## src/rtl/booth.sv

```systemverilog
// -----------------------------------------------------------------------------
// booth -- sequential radix-2 Booth multiplier for signed operands.
//
// Multiplies two n-bit two's complement operands, retiring one multiplier bit
// per clock, and presents the 2n-bit signed product on a registered output.
//
// Parameters:
//   n      operand width in bits (n >= 2), default 8
//
// Ports:
//   op1    in   n    signed multiplicand, sampled on the accepting edge
//   op2    in   n    signed multiplier, sampled on the accepting edge
//   clk    in   1    clock, rising edge
//   start  in   1    begin a multiplication (honoured only in IDLE)
//   o      out  2n   signed product, held until the next completion
//   busy   out  1    high while a multiplication is in progress
//   rst_n  in   1    asynchronous active-low reset
//   done   out  1    (only with BOOTH_DONE_EN) one-cycle pulse after completion
//
// Build option:
//   BOOTH_DONE_EN  when defined, adds the done output and its register.
// -----------------------------------------------------------------------------
module booth #(
  parameter int n = 8
) (
  input  logic [n-1:0]   op1,
  input  logic [n-1:0]   op2,
  input  logic           clk,
  input  logic           start,
  output logic [2*n-1:0] o,
  output logic           busy,
  input  logic           rst_n
`ifdef BOOTH_DONE_EN
  ,
  output logic           done
`endif
);

  localparam int CW = (n > 1) ? $clog2(n) : 1;

  typedef enum logic {
    IDLE = 1'b0,
    CALC = 1'b1
  } state_e;

  state_e          state_q;
  logic [n:0]      a_q;     // accumulator, one guard bit
  logic [n:0]      m_q;     // sign-extended multiplicand copy
  logic [n-1:0]    q_q;     // multiplier, shifted out LSB first
  logic            qm1_q;   // Q(-1), the bit shifted out last step
  logic [CW-1:0]   cnt_q;   // steps already performed
  logic [2*n-1:0]  o_q;
  logic            busy_q;
`ifdef BOOTH_DONE_EN
  logic            done_q;
`endif

  // Combinational Booth step: conditional add/subtract, then arithmetic shift.
  logic [n:0]      a_sum;
  logic [n:0]      a_d;
  logic [n-1:0]    q_d;
  logic            qm1_d;
  logic [2*n-1:0]  prod_d;
  logic            last_step;

  // NOTE: a_sum gets a default before the case so no path leaves it
  // unassigned; otherwise a latch would be inferred.
  always_comb begin
    a_sum = a_q;
    case ({q_q[0], qm1_q})
      2'b01:   a_sum = a_q + m_q;
      2'b10:   a_sum = a_q - m_q;
      default: a_sum = a_q;
    endcase
  end

  assign a_d       = {a_sum[n], a_sum[n:1]};
  assign q_d       = {a_sum[0], q_q[n-1:1]};
  assign qm1_d     = q_q[0];
  // {A,Q} is the exact product sign-extended to 2n+1 bits; the low 2n bits
  // are sufficient since |op1*op2| <= 2^(2n-2).
  assign prod_d    = {a_d[n-1:0], q_d};
  assign last_step = (cnt_q == CW'(n - 1));

  // NOTE: every register here uses non-blocking assignment so all state
  // updates on an edge see the values from before that edge.
  always_ff @(posedge clk or negedge rst_n) begin
    if (!rst_n) begin
      state_q <= IDLE;
      a_q     <= '0;
      m_q     <= '0;
      q_q     <= '0;
      qm1_q   <= 1'b0;
      cnt_q   <= '0;
      o_q     <= '0;
      busy_q  <= 1'b0;
`ifdef BOOTH_DONE_EN
      done_q  <= 1'b0;
`endif
    end else begin
`ifdef BOOTH_DONE_EN
      done_q <= 1'b0;
`endif
      case (state_q)
        IDLE: begin
          if (start) begin
            m_q     <= {op1[n-1], op1};
            q_q     <= op2;
            a_q     <= '0;
            qm1_q   <= 1'b0;
            cnt_q   <= '0;
            busy_q  <= 1'b1;
            state_q <= CALC;
          end
        end
        CALC: begin
          a_q   <= a_d;
          q_q   <= q_d;
          qm1_q <= qm1_d;
          cnt_q <= cnt_q + CW'(1);
          // start is deliberately ignored here, including on the final step,
          // which guarantees one IDLE cycle between back-to-back operations.
          if (last_step) begin
            o_q     <= prod_d;
            busy_q  <= 1'b0;
            cnt_q   <= '0;
            state_q <= IDLE;
`ifdef BOOTH_DONE_EN
            done_q  <= 1'b1;
`endif
          end
        end
        default: state_q <= IDLE;
      endcase
    end
  end

  assign o    = o_q;
  assign busy = busy_q;
`ifdef BOOTH_DONE_EN
  assign done = done_q;
`endif

endmodule

```

## config.mk

```make
export PLATFORM = sky130hd
export DESIGN_NAME = booth
export DESIGN_NICKNAME = d
export VERILOG_FILES = /design/src/rtl/booth.sv
export SDC_FILE = /design/constraint.sdc
export NUM_CORES = 1
export LEC_CHECK = 0
export ABC_AREA = 1
export BUFFER_PORTS_ARGS = -buffer_cell sky130_fd_sc_hd__buf_2
export CORE_ASPECT_RATIO = 0.75
export CORE_MARGIN = 2
export CORE_UTILIZATION = 57
export CTS_CLUSTER_SIZE = 40
export DETAILED_ROUTE_END_ITERATION = 12
export GPL_ROUTABILITY_DRIVEN = 1
export GPL_TIMING_DRIVEN = 0
export PLACE_DENSITY = 0.86
export SLEW_MARGIN = 20
export SYNTH_ARGS = -nofsm -noshare
export SYNTH_HDL_FRONTEND = slang
export SYNTH_SLANG_ARGS = --single-unit
```

## constraint.sdc

```tcl
create_clock -name clk -period 2.85 [get_ports clk]
set_clock_uncertainty 0.2 [all_clocks]
set_input_delay 0.285 -clock clk [delete_from_list [all_inputs] [get_ports clk]]
set_output_delay 0.285 -clock clk [all_outputs]
set_load 0.005 [all_outputs]
```

Word-level counts from Yosys, hierarchy flattened
Index checks and enable logic that the tools add are counted.
Widths: inputs -> output; s select.
{"block": "word_totals", "elab_cells": 36, "input_bits": 19, "ff_bits": 47, "output_inout_bits": 17}
{"block": "op_classes", "n_mux": 16, "bitwise": 1, "eq_ne": 5, "n_reduce_logical": 3, "n_addsub": 3}
{"op": "$pmux 9 s2", "count": 2}
{"op": "$pmux 8 s2", "count": 1}
{"op": "$add 9x9->9", "count": 1}
{"op": "$mux 9", "count": 1}
{"op": "$sub 9x9->9", "count": 1}
{"op": "$mux 8", "count": 1}
{"op": "$mux 3", "count": 2}
{"op": "$pmux 1 s2", "count": 3}
{"op": "$pmux 3 s2", "count": 1}
{"op": "$reduce_and 2->1", "count": 3}
{"op": "$mux 1", "count": 5}
{"op": "$add 3x1->3 const B", "count": 1}
{"op": "$eq 3x3->1 const B", "count": 1}
{"op": "$eq 2x1->1 const B", "count": 1}
{"op": "$eq 2x2->1 const B", "count": 1}
{"op": "$ne 2x1->1 const B", "count": 1}
{"op": "$ne 2x2->1 const B", "count": 1}
{"op": "$not 1->1", "count": 1}

Logic depth before layout (Yosys ltp)
{"block": "depth", "depth_word": 3, "depth_mapped": 19, "mapped_depth_nobuf": 19}

Least setup slack after synthesis
OpenSTA, ideal clock, no wires.
{"block": "synth_path", "path_kind": "reg2reg", "from": "reg m_q[0]", "to": "reg o_q[15] (netlist: o[15])", "setup_time_ns": 0.117, "t_required_ns": 2.533, "path_buffers": 0, "slack_ns": 0.352, "t_arrival_ns": 2.181, "stages_incl_launch_ff": 20, "period_less_slack_ns": 2.498, "path_cell_list": "dfrtp_1 inv_2 ha_1 inv_1 nor2_2 nand2_1 o31ai_1 xnor2_1 inv_1 ha_1 nand2_1 inv_1 a21oi_2 nand2_1 nand2_1 nand3_1 nand2_1 nand2_1 nand2_1 nand2_1"}
{"block": "synth_between", "elab_chain_len": 2, "word_cells_on_any_way": 3, "cone_classes": "2 x add/sub; 1 x mux"}
{"element": "start: declaration", "line_no": "48", "text": "logic [n:0] m_q;"}
{"element": "start signal: assignment", "line_no": "107", "text": "m_q <= {op1[n-1], op1};"}
{"element": "$sub 9x9->9 / $add 9x9->9 (equally long branches)", "line_no": "72, 71"}
{"element": "$pmux 9 s2 (*)", "line_no": "70", "text": "case ({q_q[0], qm1_q})"}
{"element": "end signal: assignment", "line_no": "124", "text": "o_q <= prod_d;"}
{"element": "end: declaration", "line_no": "52", "text": "logic [2*n-1:0] o_q;"}
Every way passes the cells marked *; elsewhere a longest branch is shown, timed or not.
A chain may end at the register's enable or synchronous reset.

Final worst setup path
{"block": "layout_path", "from": "reg m_q[1]", "to": "reg o_q[15] (netlist: o[15])"}
The elaborated chain is that of the path after synthesis.

==> results.md <==
- Antenna Violating Nets Remaining: 0
- WS Path Type: flop to flop
- Post-synth EDFFs: 0
- Outcome: finished, violations left
- Startpoint types: flop
- Slowest stage delay, CP: 400 ps
- Die area: 0.00484 mm²
- Storage element area: 0.00115 mm²
- Delay-heaviest family, CP: simple AND/OR/NAND/NOR gates
- Post-synthesis sequential area ratio: 47.0%
- Router iterations before antenna repair: 4
- ANT cells: 0
- Worst setup EP type: flop
- Failing checks: negative hold slack
- Crit path top cell by count: nand2_1
- FP Rows: 20
- Crit path max fanout: 4
- Total GRT Usage: 25.2%
- WP buf/inv: 4
- Minimum clock period: 2760 ps
- Vias/cell: 5.30
- IO Port Bufs: 35
- Worst-Margin Slew: 980 ps
- NumNets Final: 385
- Vias in the first global route: 1940
- Setup total negative slack: 0 ps
- Clock transition at path regs: 80 ps
- Root Buffer: clkbuf_8
- Multi-input logic area: 0.00118 mm²
- Yosys reg bits: 46
- DRC errors left: 0
- Largest net degree at the start of global routing: 47
- Initial DRC count: 81
- CTS tree: built
- Worst path cell trace: inv_2 > ha_4 > inv_2 > nor2_2 > nand2_1 > o31ai_2 > xnor2_1 > inv_1 > ha_4 > nand2_4 > inv_2 > a21oi_2 > nand2_1 > nand2_2 > nand3_2 > nand2_2 > nand2_2 > nand2_1 > nand2_1
- Area growth, synth to finish: 22.9%
- Worst hold path class: input pin to flop
- Total routed wirelength: 5650 µm
- Antenna violations before repair: 0
- Hold_ws: -1.50 ps
- Final slew viol count: 0
- Worst EP required: 2840 ps
- Asr flop ratio synth: 100%
- Layout cells sized above 1: 24.9%
- # setup viols final: 0
- Ys Warns: 0
- Initial Util: 60.0%
- Fillers: 306
- Die Y: 60.8 µm
- Longest Clk Path Bufs: 2
- Clock sink total: 46
- Syn nets: 328
- First-pass GRT wire length: 9030 µm
- CTS buffer count: 5
- Hold Violations, Final: 1
- Mapped Cells: 296
- CP max stage cell: dfrtp_1
- Routability cong.: 0.919
- Post-DP Area: 0.00269 mm²
- DR WL/cell: 13.8 µm
- Width of the die: 79.7 µm
- Upper clock frequency limit: 362 MHz
- Vias: 2168
- Htree depth: 2
- Top cell type by total area after synthesis: dfrtp_1
- I/O pin count: 36
- Top cells by area, synth: dfrtp_1, nand2_1, ha_1
- Top_reg_cell synth: dfrtp_1
- Grt ovf: 0
- Top-area cell type share of the netlist area: 47.0%
- Distinct cells, synth: 31
- Clk_lat worst skew: 300 ps
- Syn Area/Cell: 8.27 µm²
- Tcrit/Tclk final: 96.9%
- DP Wirelength: 3800 µm
- Finished Cell Area: 0.00301 mm²
- Area of the mapped netlist: 0.00245 mm²
- Relative slew slack: 34.7%
- Core area: 0.00408 mm²
- Max_cap viols: 0
- CP arrival: 2760 ps
## synthesized netlist by cell type (2+ instances only)
master / n
a21oi_2: 3
ha_1: 12
o221ai_1: 3
a22o_1: 4
a21oi_1: 3
inv_1: 35
inv_2: 5
buf_2: 7
nand2_1: 87
nand4_1: 2
dfrtp_1: 46
o21ai_1: 13
o31ai_1: 2
nand2_2: 3
nor2_2: 3
o21ai_0: 17
nand3_1: 16
nor2_1: 10
o21bai_1: 2
clkinv_1: 2
xnor2_1: 2
a22oi_1: 5
o22ai_1: 3
xor2_1: 4
## registers in the layout, indices dropped and copies added (netlist names)
signal and cells:
o 16, a_q 8, m_q 8, q_q 8
cnt_q 3, busy 1, qm1_q 1, state_q 1
## per-stage QoR
| stage | worst slack, ps | instances | hold slack, ps | util [%] |
|---|---|---|---|---|
| after global routing | -78.4 | 409 | 24.0 | 73.8 |
| after CTS | 42.5 | 404 | 0.156 | 70.7 |
| final | 87.3 | 409 | -1.50 | 73.8 |
| after detailed placement | 69.2 | 386 | 262 | 66.0 |
| after floorplan | 352 | 296 | -211 | - |
| after global placement | 118 | 386 | 257 | 66.0 |
## placed cells by master (no fill, tap or decap)
| master | instances |
|---|---|
| a21o_1 | 1 |
| nor3_4 | 1 |
| a21oi_2 | 3 |
| or2_2 | 1 |
| nand2_1 | 83 |
| inv_2 | 9 |
| nor2_4 | 1 |
| clkinv_2 | 1 |
| clkinv_1 | 1 |
| a22o_1 | 4 |
| ha_2 | 1 |
| inv_1 | 32 |
| o21ai_1 | 13 |
| nand3b_2 | 1 |
| nand3_1 | 13 |
| nand4_1 | 2 |
| o22ai_1 | 3 |
| xor2_1 | 4 |
| xnor2_1 | 2 |
| o31ai_2 | 1 |
| nor2_2 | 3 |
| clkbuf_1 | 1 |
| nand2_2 | 6 |
| a22oi_1 | 5 |
| ha_1 | 8 |
| dfrtp_1 | 46 |
| buf_4 | 5 |
| nor2_1 | 10 |
| buf_2 | 42 |
| nand2_4 | 1 |
| fa_1 | 1 |
| o21ai_0 | 17 |
| ha_4 | 3 |
| o31ai_1 | 1 |
| nand3_2 | 3 |
| a21oi_1 | 3 |
| dlygate4sd3_1 | 11 |
| o21bai_1 | 2 |
| o221ai_1 | 3 |
| clkbuf_8 | 6 |
## cell type report
| type | instances | share of cell area (%) |
|---|---|---|
| multi-input combinational | 200 | 39.3 |
| sequential | 46 | 38.2 |
| timing repair buffer | 50 | 10.5 |
| inverter | 42 | 5.24 |
| clock buffer | 7 | 2.87 |
| tap | 55 | 2.29 |
| buffer | 8 | 1.41 |
| clock inverter | 1 | 0.166 |
## final timing paths
path	to	slack [ps]	cells after the start	startpoint
setup / recovery	o[15]	90	19	m_q[1]
hold / removal	q_q[0]	-1	3	op2[0]
setup reg to reg	o[15]	90	19	m_q[1]
hold reg to reg	o[10]	280	2	o[10]
max in group asynchronous	o[14]	1380	2	rst_n
min in group asynchronous	q_q[0]	470	2	rst_n
## cells by family (layout without fill, tap and decap cells)
| family | after synthesis | after routing | share of synthesized area, % |
|---|---|---|---|
| AO/OA/AOI/OAI | 56 | 56 | 14.2 |
| buffers and inverters | 50 | 108 | 8.18 |
| flip-flops | 46 | 46 | 47.0 |
| AND/OR/NAND/NOR | 125 | 125 | 21.6 |
| XOR/XNOR | 6 | 6 | 2.15 |
| adder cells (fa/ha/maj) | 13 | 13 | 6.95 |
## worst min-delay path, delay by kind of cell
family,cells,cell delay (ps)
compound gates,1,60
buf+inv,1,70
simple gates,1,40
## routing by layer
metal / up-vias / global-route usage [%] / part of all wire, %
met5: - / 0 / 0
met2: 70 / 39.7 / 45
li1: 1080 / - / -
met3: 9 / 6.25 / 6.5
met4: 0 / 7.14 / 1.3
met1: 1009 / 35.4 / 47
## timing repair
item,4_1_cts,5_1_grt
buffers inserted,0,4
setup endpoints to repair,0,4
resized for setup,0,20
hold buffers,10,1
endpoints found under the hold margin,55,1
Power is left out: the tool's default activity adds up to more than one toggle a clock period on the data nets, which glitch-free logic cannot reach.
